**src/rtl/chain_loader.sv**
```systemverilog
// ---------------------------------------------------------------------------
// chain_loader
//
// Serially loads a CHAIN_LEN-bit word into an external shift-register
// configuration chain. The word goes out MSB first on din. Each bit is clocked
// into the chain by one scl pulse, whose half-period is DIV clk cycles. With
// the CHAIN_READBACK_EN macro defined, the bits returning on dout are captured.
// The captured word is presented on rdata once the transfer completes.
//
// Transfer shape: SETUP (scl low, DIV cycles), then CHAIN_LEN x HIGH phases
// interleaved with CHAIN_LEN-1 x LOW phases, then HOLD (DIV cycles).
// busy is therefore high for DIV*(2*CHAIN_LEN+1) cycles.
//
// Parameters:
//   CHAIN_LEN  number of bits in the target chain (>= 2)
//   DIV        scl half-period in clk cycles (1..255)
//
// Ports:
//   clk    in   system clock, rising edge
//   reset  in   asynchronous reset, active low
//   start  in   load request, only sampled while idle
//   wdata  in   word to shift into the chain (bit CHAIN_LEN-1 first)
//   busy   out  transfer in progress
//   done   out  one-cycle pulse on the cycle after the transfer ends
//   scl    out  chain shift clock, idles low
//   cs     out  active-high chain select
//   din    out  serial data to the chain
//   dout   in   serial data returned from the chain tail
//   rdata  out  chain contents shifted out during the last transfer
//
// Configuration macro: CHAIN_READBACK_EN
//   defined   -> dout capture register and rdata register are built
//   undefined -> dout is ignored and rdata is tied to zero
// ---------------------------------------------------------------------------
module chain_loader #(
    parameter int CHAIN_LEN = 264,
    parameter int DIV       = 4
) (
    input  logic                 clk,
    input  logic                 reset,
    input  logic                 start,
    input  logic [CHAIN_LEN-1:0] wdata,
    output logic                 busy,
    output logic                 done,
    output logic                 scl,
    output logic                 cs,
    output logic                 din,
    input  logic                 dout,
    output logic [CHAIN_LEN-1:0] rdata
);

    localparam int HW = $clog2(DIV + 1);
    localparam int BW = $clog2(CHAIN_LEN + 1);

    localparam logic [HW-1:0] HALF_LAST = HW'(DIV - 1);
    localparam logic [BW-1:0] BITS_ALL  = BW'(CHAIN_LEN);

    localparam logic [2:0] IDLE  = 3'd0;
    localparam logic [2:0] SETUP = 3'd1;
    localparam logic [2:0] HIGH  = 3'd2;
    localparam logic [2:0] LOW   = 3'd3;
    localparam logic [2:0] HOLD  = 3'd4;

    logic [2:0]           state_q, state_d;
    logic [HW-1:0]        half_q,  half_d;
    logic [BW-1:0]        bit_q,   bit_d;
    logic [CHAIN_LEN-1:0] shift_q, shift_d;
    logic                 done_q,  done_d;
    logic                 halfEnd;

    assign halfEnd = (half_q == HALF_LAST);

    // Every timed state lasts exactly DIV cycles. half_q counts the cycles spent
    // in the current state and returns to zero on each state change. bit_q
    // counts HIGH phases entered, so on HIGH exit it is the number of bits sent.
    always_comb begin
        state_d = state_q;
        half_d  = half_q;
        bit_d   = bit_q;
        shift_d = shift_q;
        done_d  = 1'b0;
        case (state_q)
            IDLE: begin
                if (start) begin
                    shift_d = wdata;
                    state_d = SETUP;
                    half_d  = '0;
                    bit_d   = '0;
                end
            end
            SETUP: begin
                if (halfEnd) begin
                    state_d = HIGH;
                    half_d  = '0;
                    bit_d   = bit_q + 1'b1;
                end else begin
                    half_d  = half_q + 1'b1;
                end
            end
            HIGH: begin
                if (halfEnd) begin
                    half_d = '0;
                    if (bit_q < BITS_ALL) begin
                        // The next bit appears as scl falls, so din is settled
                        // well before the following rising edge.
                        state_d = LOW;
                        shift_d = {shift_q[CHAIN_LEN-2:0], 1'b0};
                    end else begin
                        state_d = HOLD;
                    end
                end else begin
                    half_d = half_q + 1'b1;
                end
            end
            LOW: begin
                if (halfEnd) begin
                    state_d = HIGH;
                    half_d  = '0;
                    bit_d   = bit_q + 1'b1;
                end else begin
                    half_d  = half_q + 1'b1;
                end
            end
            HOLD: begin
                if (halfEnd) begin
                    state_d = IDLE;
                    half_d  = '0;
                    bit_d   = '0;
                    done_d  = 1'b1;
                end else begin
                    half_d  = half_q + 1'b1;
                end
            end
            default: begin
                state_d = IDLE;
                half_d  = '0;
                bit_d   = '0;
            end
        endcase
    end

    always_ff @(posedge clk or negedge reset) begin
        if (!reset) begin
            state_q <= IDLE;
            half_q  <= '0;
            bit_q   <= '0;
            shift_q <= '0;
            done_q  <= 1'b0;
        end else begin
            state_q <= state_d;
            half_q  <= half_d;
            bit_q   <= bit_d;
            shift_q <= shift_d;
            done_q  <= done_d;
        end
    end

    // The chain-facing outputs decode directly from the state register.
    // din is forced low while idle so that stale shift data never leaks out.
    assign busy = (state_q != IDLE);
    assign cs   = (state_q != IDLE);
    assign scl  = (state_q == HIGH);
    assign din  = (state_q != IDLE) & shift_q[CHAIN_LEN-1];
    assign done = done_q;

`ifdef CHAIN_READBACK_EN
    logic [CHAIN_LEN-1:0] cap_q;
    logic [CHAIN_LEN-1:0] rdata_q;
    logic                 enterHigh;
    logic                 holdEnd;

    assign enterHigh = ((state_q == SETUP) || (state_q == LOW)) && halfEnd;
    assign holdEnd   = (state_q == HOLD) && halfEnd;

    // dout is sampled on the same clk edge that raises scl. At that edge the
    // chain has not yet shifted, so each sample is the tail bit before the
    // shift. After CHAIN_LEN samples, cap_q holds the old chain contents in
    // MSB-first order.
    always_ff @(posedge clk or negedge reset) begin
        if (!reset) begin
            cap_q   <= '0;
            rdata_q <= '0;
        end else begin
            if (enterHigh) begin
                cap_q <= {cap_q[CHAIN_LEN-2:0], dout};
            end
            if (holdEnd) begin
                rdata_q <= cap_q;
            end
        end
    end

    assign rdata = rdata_q;
`else
    logic unusedDout;

    assign unusedDout = dout;
    assign rdata      = '0;
`endif

endmodule
```
**config.mk**
```make
export PLATFORM = sky130hd
export DESIGN_NAME = chain_loader
export DESIGN_NICKNAME = d
export VERILOG_FILES = /design/src/rtl/chain_loader.sv
export SDC_FILE = /design/constraint.sdc
export NUM_CORES = 1
export LEC_CHECK = 0
export ABC_CLOCK_PERIOD_IN_PS = 7400
export CAP_MARGIN = 10
export CORE_MARGIN = 1
export CORE_UTILIZATION = 35
export DETAILED_ROUTE_END_ITERATION = 7
export PLACE_DENSITY = 0.66
export SETUP_SLACK_MARGIN = 0.5
export SYNTH_ARGS = -nofsm -noshare
export SYNTH_HDL_FRONTEND = slang
export SYNTH_SLANG_ARGS = --single-unit
```
**constraint.sdc**
```tcl
create_clock -name clk -period 7.4 [get_ports clk]
set_input_delay 1.48 -clock clk [delete_from_list [all_inputs] [get_ports clk]]
set_output_delay 1.48 -clock clk [all_outputs]
set_load 0.05 [all_outputs]
```
==> results of run 1 <==
[metrics by stage]
stage	utilization (%)	total power, W	cell area, sq um
CTS	43.18	0.007445	19180
finish	43.20	0.007308	19190
floorplan	-	0.005192	16820
detailed placement	40.51	0.005644	17990
global placement	40.51	0.005540	17990
global route	43.18	0.007809	19180
[cells in the mapped netlist (all sizes together), types with 3 or more instances]
cell	n
a211o	3
a21oi	3
a221o	3
and2	3
and3	7
buf	319
clkbuf	9
dfrtp	280
inv	3
mux2	527
nand2	5
nand3	7
nor2	5
nor2b	5
nor3	5
o21ai	3
[layer usage]
metal	global-route usage (%)	part of all wire, %	wire (um)	vias to the layer above
met1	14.79	38	11560	4433
met5	0	0.19	58	-
met2	22.92	51	15440	313
met4	4.524	2.3	714	8
li1	-	-	-	4234
met3	5.464	9.1	2781	57
[power groups by stage]
stage	clock [W]	sequential, W	combinational (W)
after CTS	0.00181	0.00269	0.00294
after global placement	0	0.00268	0.00286
after floorplan	0	0.00257	0.00262
final	0.00174	0.00269	0.00289
after detailed placement	0	0.00272	0.00293
after global routing	0.00186	0.00279	0.00316
[registers in the layout, indices dropped and copies added, names as in the netlist]
register and cells:
shift_q 264, bit_q 9, half_q 3, state_q 3, done 1
[final timing paths]
check                        startpoint           end  slack, ns  cells past startpoint
max                          state_q[2]  shift_q[238]       3.31                      7
min                        shift_q[212]  shift_q[212]       0.48                      1
max reg2reg                  state_q[2]  shift_q[238]       3.31                      7
min reg2reg                shift_q[212]  shift_q[212]       0.48                      1
max in group asynchronous         reset  shift_q[164]       4.88                      2
min in group asynchronous         reset  shift_q[240]       1.05                      1
[logic make-up (layout without fill, tap and decap cells)]
group           after synthesis  after routing
compound gates               29             29
fa+ha+maj                     2              2
buf+inv                     331            342
flops                       280            280
mux                         527            527
other cells                   1            267
simple gates                 42             42
[worst reg2reg max path, delay by kind of cell, from the launching register on]
| family | cells | cell delay [ns] |
|---|---|---|
| simple gates | 2 | 0.56 |
| mux | 2 | 0.78 |
| flops | 1 | 0.53 |
| buf+inv | 3 | 2.11 |
[final cells by class]
cell class | count | area [sq um] | share of cell area [%]
tap | 592 | 740.7 | 3.860
sequential | 280 | 7007 | 36.52
clock inverter | 14 | 195.2 | 1.017
timing repair buffer | 278 | 2808 | 14.63
clock buffer | 47 | 991.0 | 5.165
multi-input combinational | 864 | 7427 | 38.71
inverter | 3 | 11.26 | 0.05869
antenna | 3 | 7.507 | 0.03913
==> impl_metrics.yaml, run 1 <==
synth:
  yosys-mux-area-fraction_pct: 37.48
  synth_largest_area_cell: "dfrtp_1"
  synth-compound-area-share_pct: 1.454
  synth_seq_area_share_pct: 44.25
  synth.cell_area_sq_um: 15830
  synthSimpleGateAreaFrac_pct: 1.438
  synth-edff-count: 0
  synth_top_family_by_area: "multiplexers"
  most_used_dff_post_synth: "dfrtp_1"
  synth.lib_cells_used.distinct: 40
  post_synth_xor_area_fraction_pct: 0
  synth.area.top_cells: "dfrtp_1, mux2_2, buf_4, mux2_1, buf_2"
  number_of_warning_messages_in_the_yosys_log: 0
  syn_inst: 1212
  post-synth-top-area-fraction_pct: 44.25
  synthArstFlopShare_pct: 100.0
  synth-seq-cells: 280
  avgSynthCellArea_sq_um: 13.06
  synth_fa_ha_area_share_pct: 0.1580
floorplanning:
  num_rows: 77
  die_area_sq_um: 46090
  start_util_pct: 35.65
  die_y_um: 214.7
  die-width_um: 214.7
  num_io_pins: 537
  floorplan.core_area_sq_um: 44410
pwr:
  power.share.combinational_pct: 39.5
  vdd_ir_drop_max_uv: 213.5
  p_sw_w: 0.002239
  seq_power_share_pct: 36.8
  cellLeakagePower_nw: 8.013
  power_share_of_the_clock_group_pct: 23.8
  p_sw_share_pct: 30.64
  intPower_w: 0.005068
  power_density_nw_per_um2: 380.9
clocking:
  number_of_buffers_created_by_cts: 34
  post-cts-setup-buffer-count: 0
  path_clk_slew_ns: 0.06
  clkSinkCount: 280
  postCtsResizedCells: 0
  ctsHtreeMaxLevel: 2
  cts_hold_buffers: 0
  root_buffer: "clkbuf_16"
  worst_skew_pair.late_latency_ns: 0.53
  clock_tree_from_tritoncts: "built"
  ctsLongestPathBuffers: 3
setup_path:
  crit_type: "reg2reg"
  worstPathBufferInverterCount: 3
  timing.critical_path.cells: "or2_2 -> nor2_4 -> buf_4 -> buf_4 -> buf_12 -> mux2_2 -> mux2_2"
  critical_path.max_fanout: 144
  critical_path.endpoint_type: "flip-flop"
  slowest_stage: "buf_4"
  worstSetupStartpointType: "flip-flop"
  critPathRequiredTime_ns: 7.82
  worst-endpoint-arrival_ns: 4.51
  critPathMaxStageDelay_ns: 0.74
  critical-path-top-delay-family: "buffers and inverters"
routing:
  post_drt_wl_per_cell_um: 14.68
  avgViaCountPerCell: 4.346
  drt_wl_total_um: 30550
  initialDrtViolationCount: 283
  route.detailed.drc: 0
  firstDrtPassIters: 4
  detail-route-antenna-nets: 0
  route.vias.total: 9045
timing:
  finalHoldViolCount: 0
  final_min_period_over_clock_period_pct: 55.29
  slew_of_the_pin_with_the_lowest_slew_margin_ns: 1.144
  setup_viol: 0
  hold-worst-slack_ns: 0.4814
  rsz_0062_raised_after_global_routing: "no"
  layout_min_cycle_time_ns: 4.092
  finalMaxSlewViolations: 0
  timing.slew.headroom_pct: 23.74
  skew_ns: 0.02223
  setup_ws_ns: 3.308
  achievable-frequency_ghz: 0.2444
  final.setup.tns_ns: 0
placed_design:
  io_buffer_count: 271
  place.gp.congestion: 0.7482
  place.detailed.instances: 2017
  dp_hpwl_um: 20870
  dpl_worst_slack_ns: 3.206
finish:
  n_fill_cell: 4118
  finish.net_count: 1731
  layout_common_cells: "mux2_2, dfrtp_1, clkdlybuf4s50_1"
  layout-drive-gt1-share_pct: 38.63
  layoutNonFillerInstCount: 2081
  layout.cells.most_common: "mux2_2"
  syn2layout_area_growth_pct: 21.18
grt:
  grt_pass1_vias: 9314
  grt_overflow: 0
  grtUsageTotal_pct: 13.32
  grt_pass1_wl_um: 49700
  grt_antenna_before_repair: 5
  grt_start_max_net_pins: 172
min_path:
  worst_hold_path_type: "reg2reg"
status:
  status: "finished clean"
job:
  max_cap_violations: 0
Note: power is estimated with default switching activity, not from simulation.
==> run 2, diff against run 1 <==
- ABC_CLOCK_PERIOD_IN_PS: 7400 -> 4000
- clock period: 7.4 -> 4 ns (I/O delays scaled with it)
==> impl_metrics.yaml, run 2 (same netlist as run 1, synthesis figures left out) <==
pwr:
  vdd_ir_drop_max_uv: 597.5
  cellLeakagePower_nw: 8.081
  power_density_nw_per_um2: 701.0
  design_power_total_w: 0.01354
placed_design:
  place.gp.congestion: 0.7443
  dp_hpwl_um: 22050
  io_buffer_count: 271
timing:
  final.setup.tns_ns: 0
  layout_min_cycle_time_ns: 3.209
  achievable-frequency_ghz: 0.3116
  timing.slew.headroom_pct: 32.90
  rsz_0062_raised_after_global_routing: "no"
  slew_of_the_pin_with_the_lowest_slew_margin_ns: 1.007
  finalMaxSlewViolations: 0
  finalHoldViolCount: 0
  setup_viol: 0
  skew_ns: 0.02171
  final_min_period_over_clock_period_pct: 80.23
floorplanning:
  floorplan.core_area_sq_um: 44410
  die-width_um: 214.7
  num_rows: 77
  die_y_um: 214.7
  die_area_sq_um: 46090
  num_io_pins: 537
  start_util_pct: 35.65
clocking:
  cts_hold_buffers: 0
  clock_tree_from_tritoncts: "built"
  clkSinkCount: 280
  path_clk_slew_ns: 0.06
  ctsHtreeMaxLevel: 2
  number_of_buffers_created_by_cts: 36
  root_buffer: "clkbuf_16"
  ctsLongestPathBuffers: 3
  worst_skew_pair.late_latency_ns: 0.55
grt:
  grt_start_max_net_pins: 161
  met2_usage_pct: 23.27
  busiest_layer: "met2"
  grt_antenna_before_repair: 6
  gr_layer_usage_met3_pct: 5.619
  grt_overflow: 0
  grt_pass1_wl_um: 50210
  gr-usage-met1_pct: 14.98
  grt_pass1_vias: 9470
  grtUsageTotal_pct: 13.53
setup_path:
  crit-reg2reg-capture: "shift_q[174]"
  worst_r2r_startpoint: "state_q[2]"
  crit_type: "reg2out"
  timing.critical_path.cells: "or2_2 -> nor2_4 -> dlygate4sd2_1"
  rr_worst_depth: 5
  critPathMaxStageDelay_ns: 0.61
  r2r_slack_ns: 1.06
  worst-endpoint-arrival_ns: 2.41
  critical_path.endpoint_type: "primary output"
  critical_path.max_fanout: 15
  slowest_stage: "dlygate4sd2_1"
  worst_setup_path_startpoint: "state_q[2]"
  critPathRequiredTime_ns: 3.20
  worstSetupStartpointType: "flip-flop"
routing:
  detail-route-antenna-nets: 0
  post_drt_wl_per_cell_um: 14.82
  route.detailed.drc: 0
  route.vias.total: 9115
  drt_wl_total_um: 31010
  avgViaCountPerCell: 4.355
  firstDrtPassIters: 4
  initialDrtViolationCount: 244
finish:
  layout.cells.most_common: "mux2_2"
  largestRegisters: "shift_q (264), bit_q (9)"
  syn2layout_area_growth_pct: 21.95
  top_register: "shift_q"
  finish.net_count: 1744
  n_fill_cell: 4142
  layout-drive-gt1-share_pct: 38.92
  register_area_sq_um: 7007
  largest_register_ffs: 264
  layout_common_cells: "mux2_2, dfrtp_1, clkdlybuf4s50_1"
  multi_input_area_sq_um: 7427
status:
  status: "finished clean"
min_path:
  worst_hold_path_type: "in2async"
job:
  max_cap_violations: 0
==> run 2: power by group <==
| part | total (W) | leakage [nW] | internal, W | switching (W) |
|---|---|---|---|---|
| Combinational | 0.00542 | 4.23 | 0.00315 | 0.00227 |
| Sequential | 0.00498 | 3.28 | 0.00428 | 0.000698 |
| Clock | 0.00313 | 0.579 | 0.00190 | 0.00124 |
| Total | 0.0135 | 8.08 | 0.00933 | 0.00421 |
==> run 2: critical path: cells and delay by family, from the launching register on <==
family | cells | cell delay, ns
buffers and inverters | 1 | 0.61
DFF | 1 | 0.52
and+or+nand+nor | 2 | 0.73
==> run 2: routing by layer <==
layer | vias up | part of all wire, %
li1 | 4250 | -
met1 | 4468 | 38
met2 | 332 | 51
met3 | 53 | 9.0
met4 | 12 | 2.1
met5 | - | 0.26
==> run 2: layout make-up <==
class / count / share of cell area (%)
flip-flops and latches: 280 / 36.29
repair buffers: 289 / 15.29
multi-input cells: 864 / 38.46
clock inverters: 7 / 0.3693
clock buffers: 55 / 5.663
well taps: 592 / 3.836
inverters: 3 / 0.05832
diodes: 3 / 0.03888
==> run 2: how the worst max path moves through the flow <==
| stage | end | slack (ns) | depth (start not counted) |
|---|---|---|---|
| 2_1_floorplan | scl | 1.45 | 6 |
| 3_3_place_gp | shift_q[193] | 0.94 | 6 |
| 3_5_place_dp | shift_q[196] | 0.90 | 6 |
| 4_1_cts | scl | 0.72 | 3 |
| 5_1_grt | scl | 0.65 | 3 |
| 6_report | scl | 0.79 | 3 |
==> run 2: metrics by stage <==
stage | setup slack, ns | instance area [sq um] | util [%] | cells | hold slack, ns
6_report | 0.7907 | 19310 | 43.48 | 2093 | 0.3047
5_1_grt | 0.6520 | 19300 | 43.46 | 2090 | 0.3749
4_1_cts | 0.7193 | 19300 | 43.46 | 2090 | 0.3304
3_5_place_dp | 0.9034 | 18140 | 40.84 | 2028 | 0.4729
3_3_place_gp | 0.9352 | 18140 | 40.84 | 2028 | 0.4634
2_1_floorplan | 1.454 | 16820 | - | 1475 | 0.4522
==> run 2: repair_timing <==
action / in CTS / in global routing
setup endpoints to repair: 1 / 0
setup buffers: 0 / 0
resized for setup: 1 / 0
==> edit: new RTL, flow settings as in run 2 <==
The parameter `DIV` goes from 4 to 2.
--- a/src/rtl/chain_loader.sv
+++ b/src/rtl/chain_loader.sv
@@ -34,7 +34,7 @@
 // ---------------------------------------------------------------------------
 module chain_loader #(
     parameter int CHAIN_LEN = 264,
-    parameter int DIV       = 4
+    parameter int DIV       = 2
 ) (
     input  logic                 clk,
     input  logic                 reset,
Check against the original RTL: not equivalent (Yosys sat finds a counterexample within 4 cycles, from zero or initial values and one cycle with reset low).
==> edit against run 2 <==
  * Final area down 0.86%
  * Non-clock buffer count down 3
  * Synthesized area down 0.91%
  * Sequential cell count down 1
  * Total power up 8.5%
  * Routed wire length down 1.1%
  * Sequential power about the same
  * Register-to-register slack better by 0.13 ns
  * Setup slack worse by 0.029 ns
  * Largest power group unchanged
==> edit: results (changes against run 2) <==
[routing]
route.final.wire_length_um=30700  ; -1.1%
routed-via-count=8978  ; -1.5%
detail_route.iter0.violations=245  ; +0.41%
wl_met2_um=15900  ; +1.4%
met3RoutedLength_um=2320  ; -17%
met1_routed_wirelength_after_detailed_routing_um=11800  ; -0.17%

[power]
p_comb_uw=6750  ; +25%
static-leakage-power_uw=0.00815  ; +0.83%
powerSeq_uw=4990  ; about the same
vdd_drop_max_mv=0.533  ; -11%

[placed_design]
placement.setup.worst_slack_ns=0.723  ; -0.180 ns
dpl-instance-area_mm2=0.0181  ; -0.38%
place.detailed.hpwl_um=21900  ; -0.78%
place_inst=2022  ; -0.30%
gp_congestion=0.736  ; -1.2%

[worst_setup_path]
cpPeakStageDelay_ns=0.69  ; +0.08 ns
worstReg2RegEnd=shift_q[115]$_DFFE_PN0P_
crit_path_start=state_q[0]$_DFFE_PN0P_
rr_worst_depth=6  ; +1
highest_fanout_seen_on_the_critical_path=11  ; -4
reg_to_reg_critical_path_startpoint=bit_q[5]$_DFFE_PN0P_
critPathTopFamily=buffers and inverters
arrival_ns=2.44  ; +0.03 ns

[global_routing]
globalRouteMet3Util=0.0451  ; -0.0111
grt_first_pass_wirelength_um=48100  ; -4.2%
grt_antenna_before_repair=4  ; -2
grt_max_degree=150  ; -6.8%
globalRouteMet2Util=0.233  ; +0.000296

[status]
status=completed

[yosys]
area_fraction_in_compound_gates_after_synthesis=0.0126  ; -0.00194
yosys-top-cells-count=509 x sky130_fd_sc_hd__mux2_2, 291 x sky130_fd_sc_hd__buf_4, 279 x sky130_fd_sc_hd__dfrtp_1
sequential_element_share_of_the_synthesized_area=0.445  ; +0.00246
synth.distinct_cells=34  ; -15%
ys_top_cells_by_area=sky130_fd_sc_hd__dfrtp_1 44%, sky130_fd_sc_hd__mux2_2 37%, sky130_fd_sc_hd__buf_4 14%
synth.area.mux_share=0.378  ; +0.00272

[clock_network]
ctsResizeCount=0  ; -1

[finish]
drive_gt1_frac=0.389  ; -0.000483
fin_nets=1732  ; -0.69%
fillerInstances=4040  ; -2.5%

[sta]
tightest_slew_ns=1.04  ; +0.0364 ns
worst_clock_skew_ns=0.0119  ; -0.00979 ns
timing.hold.ws_ns=0.223  ; -0.0816 ns

-- edit: cell count changes after synthesis, moves of 3 or more --
cell,delta
sky130_fd_sc_hd__mux2_1,-4
sky130_fd_sc_hd__mux2_2,+3
sky130_fd_sc_hd__buf_2,-33
sky130_fd_sc_hd__buf_4,+16
sky130_fd_sc_hd__buf_8,-7
sky130_fd_sc_hd__nand2b_1,+3
sky130_fd_sc_hd__a21o_1,+3
sky130_fd_sc_hd__and3_1,-5
sky130_fd_sc_hd__o21ai_0,+7
sky130_fd_sc_hd__clkbuf_1,+24
-- edit: cell type report --
| cell class | count | area, um2 | area share |
|---|---|---|---|
| multi-input cells | 864 | 7390 | 0.386 |
| flip-flops and latches | 279 | 6980 | 0.365 |
| repair buffers | 286 | 2960 | 0.154 |
| clock buffers | 50 | 947 | 0.0495 |
| well taps | 592 | 741 | 0.0387 |
| clock inverters | 7 | 121 | 0.00634 |
| diodes | 2 | 5.00 | 0.000261 |
| inverters | 1 | 3.75 | 0.000196 |
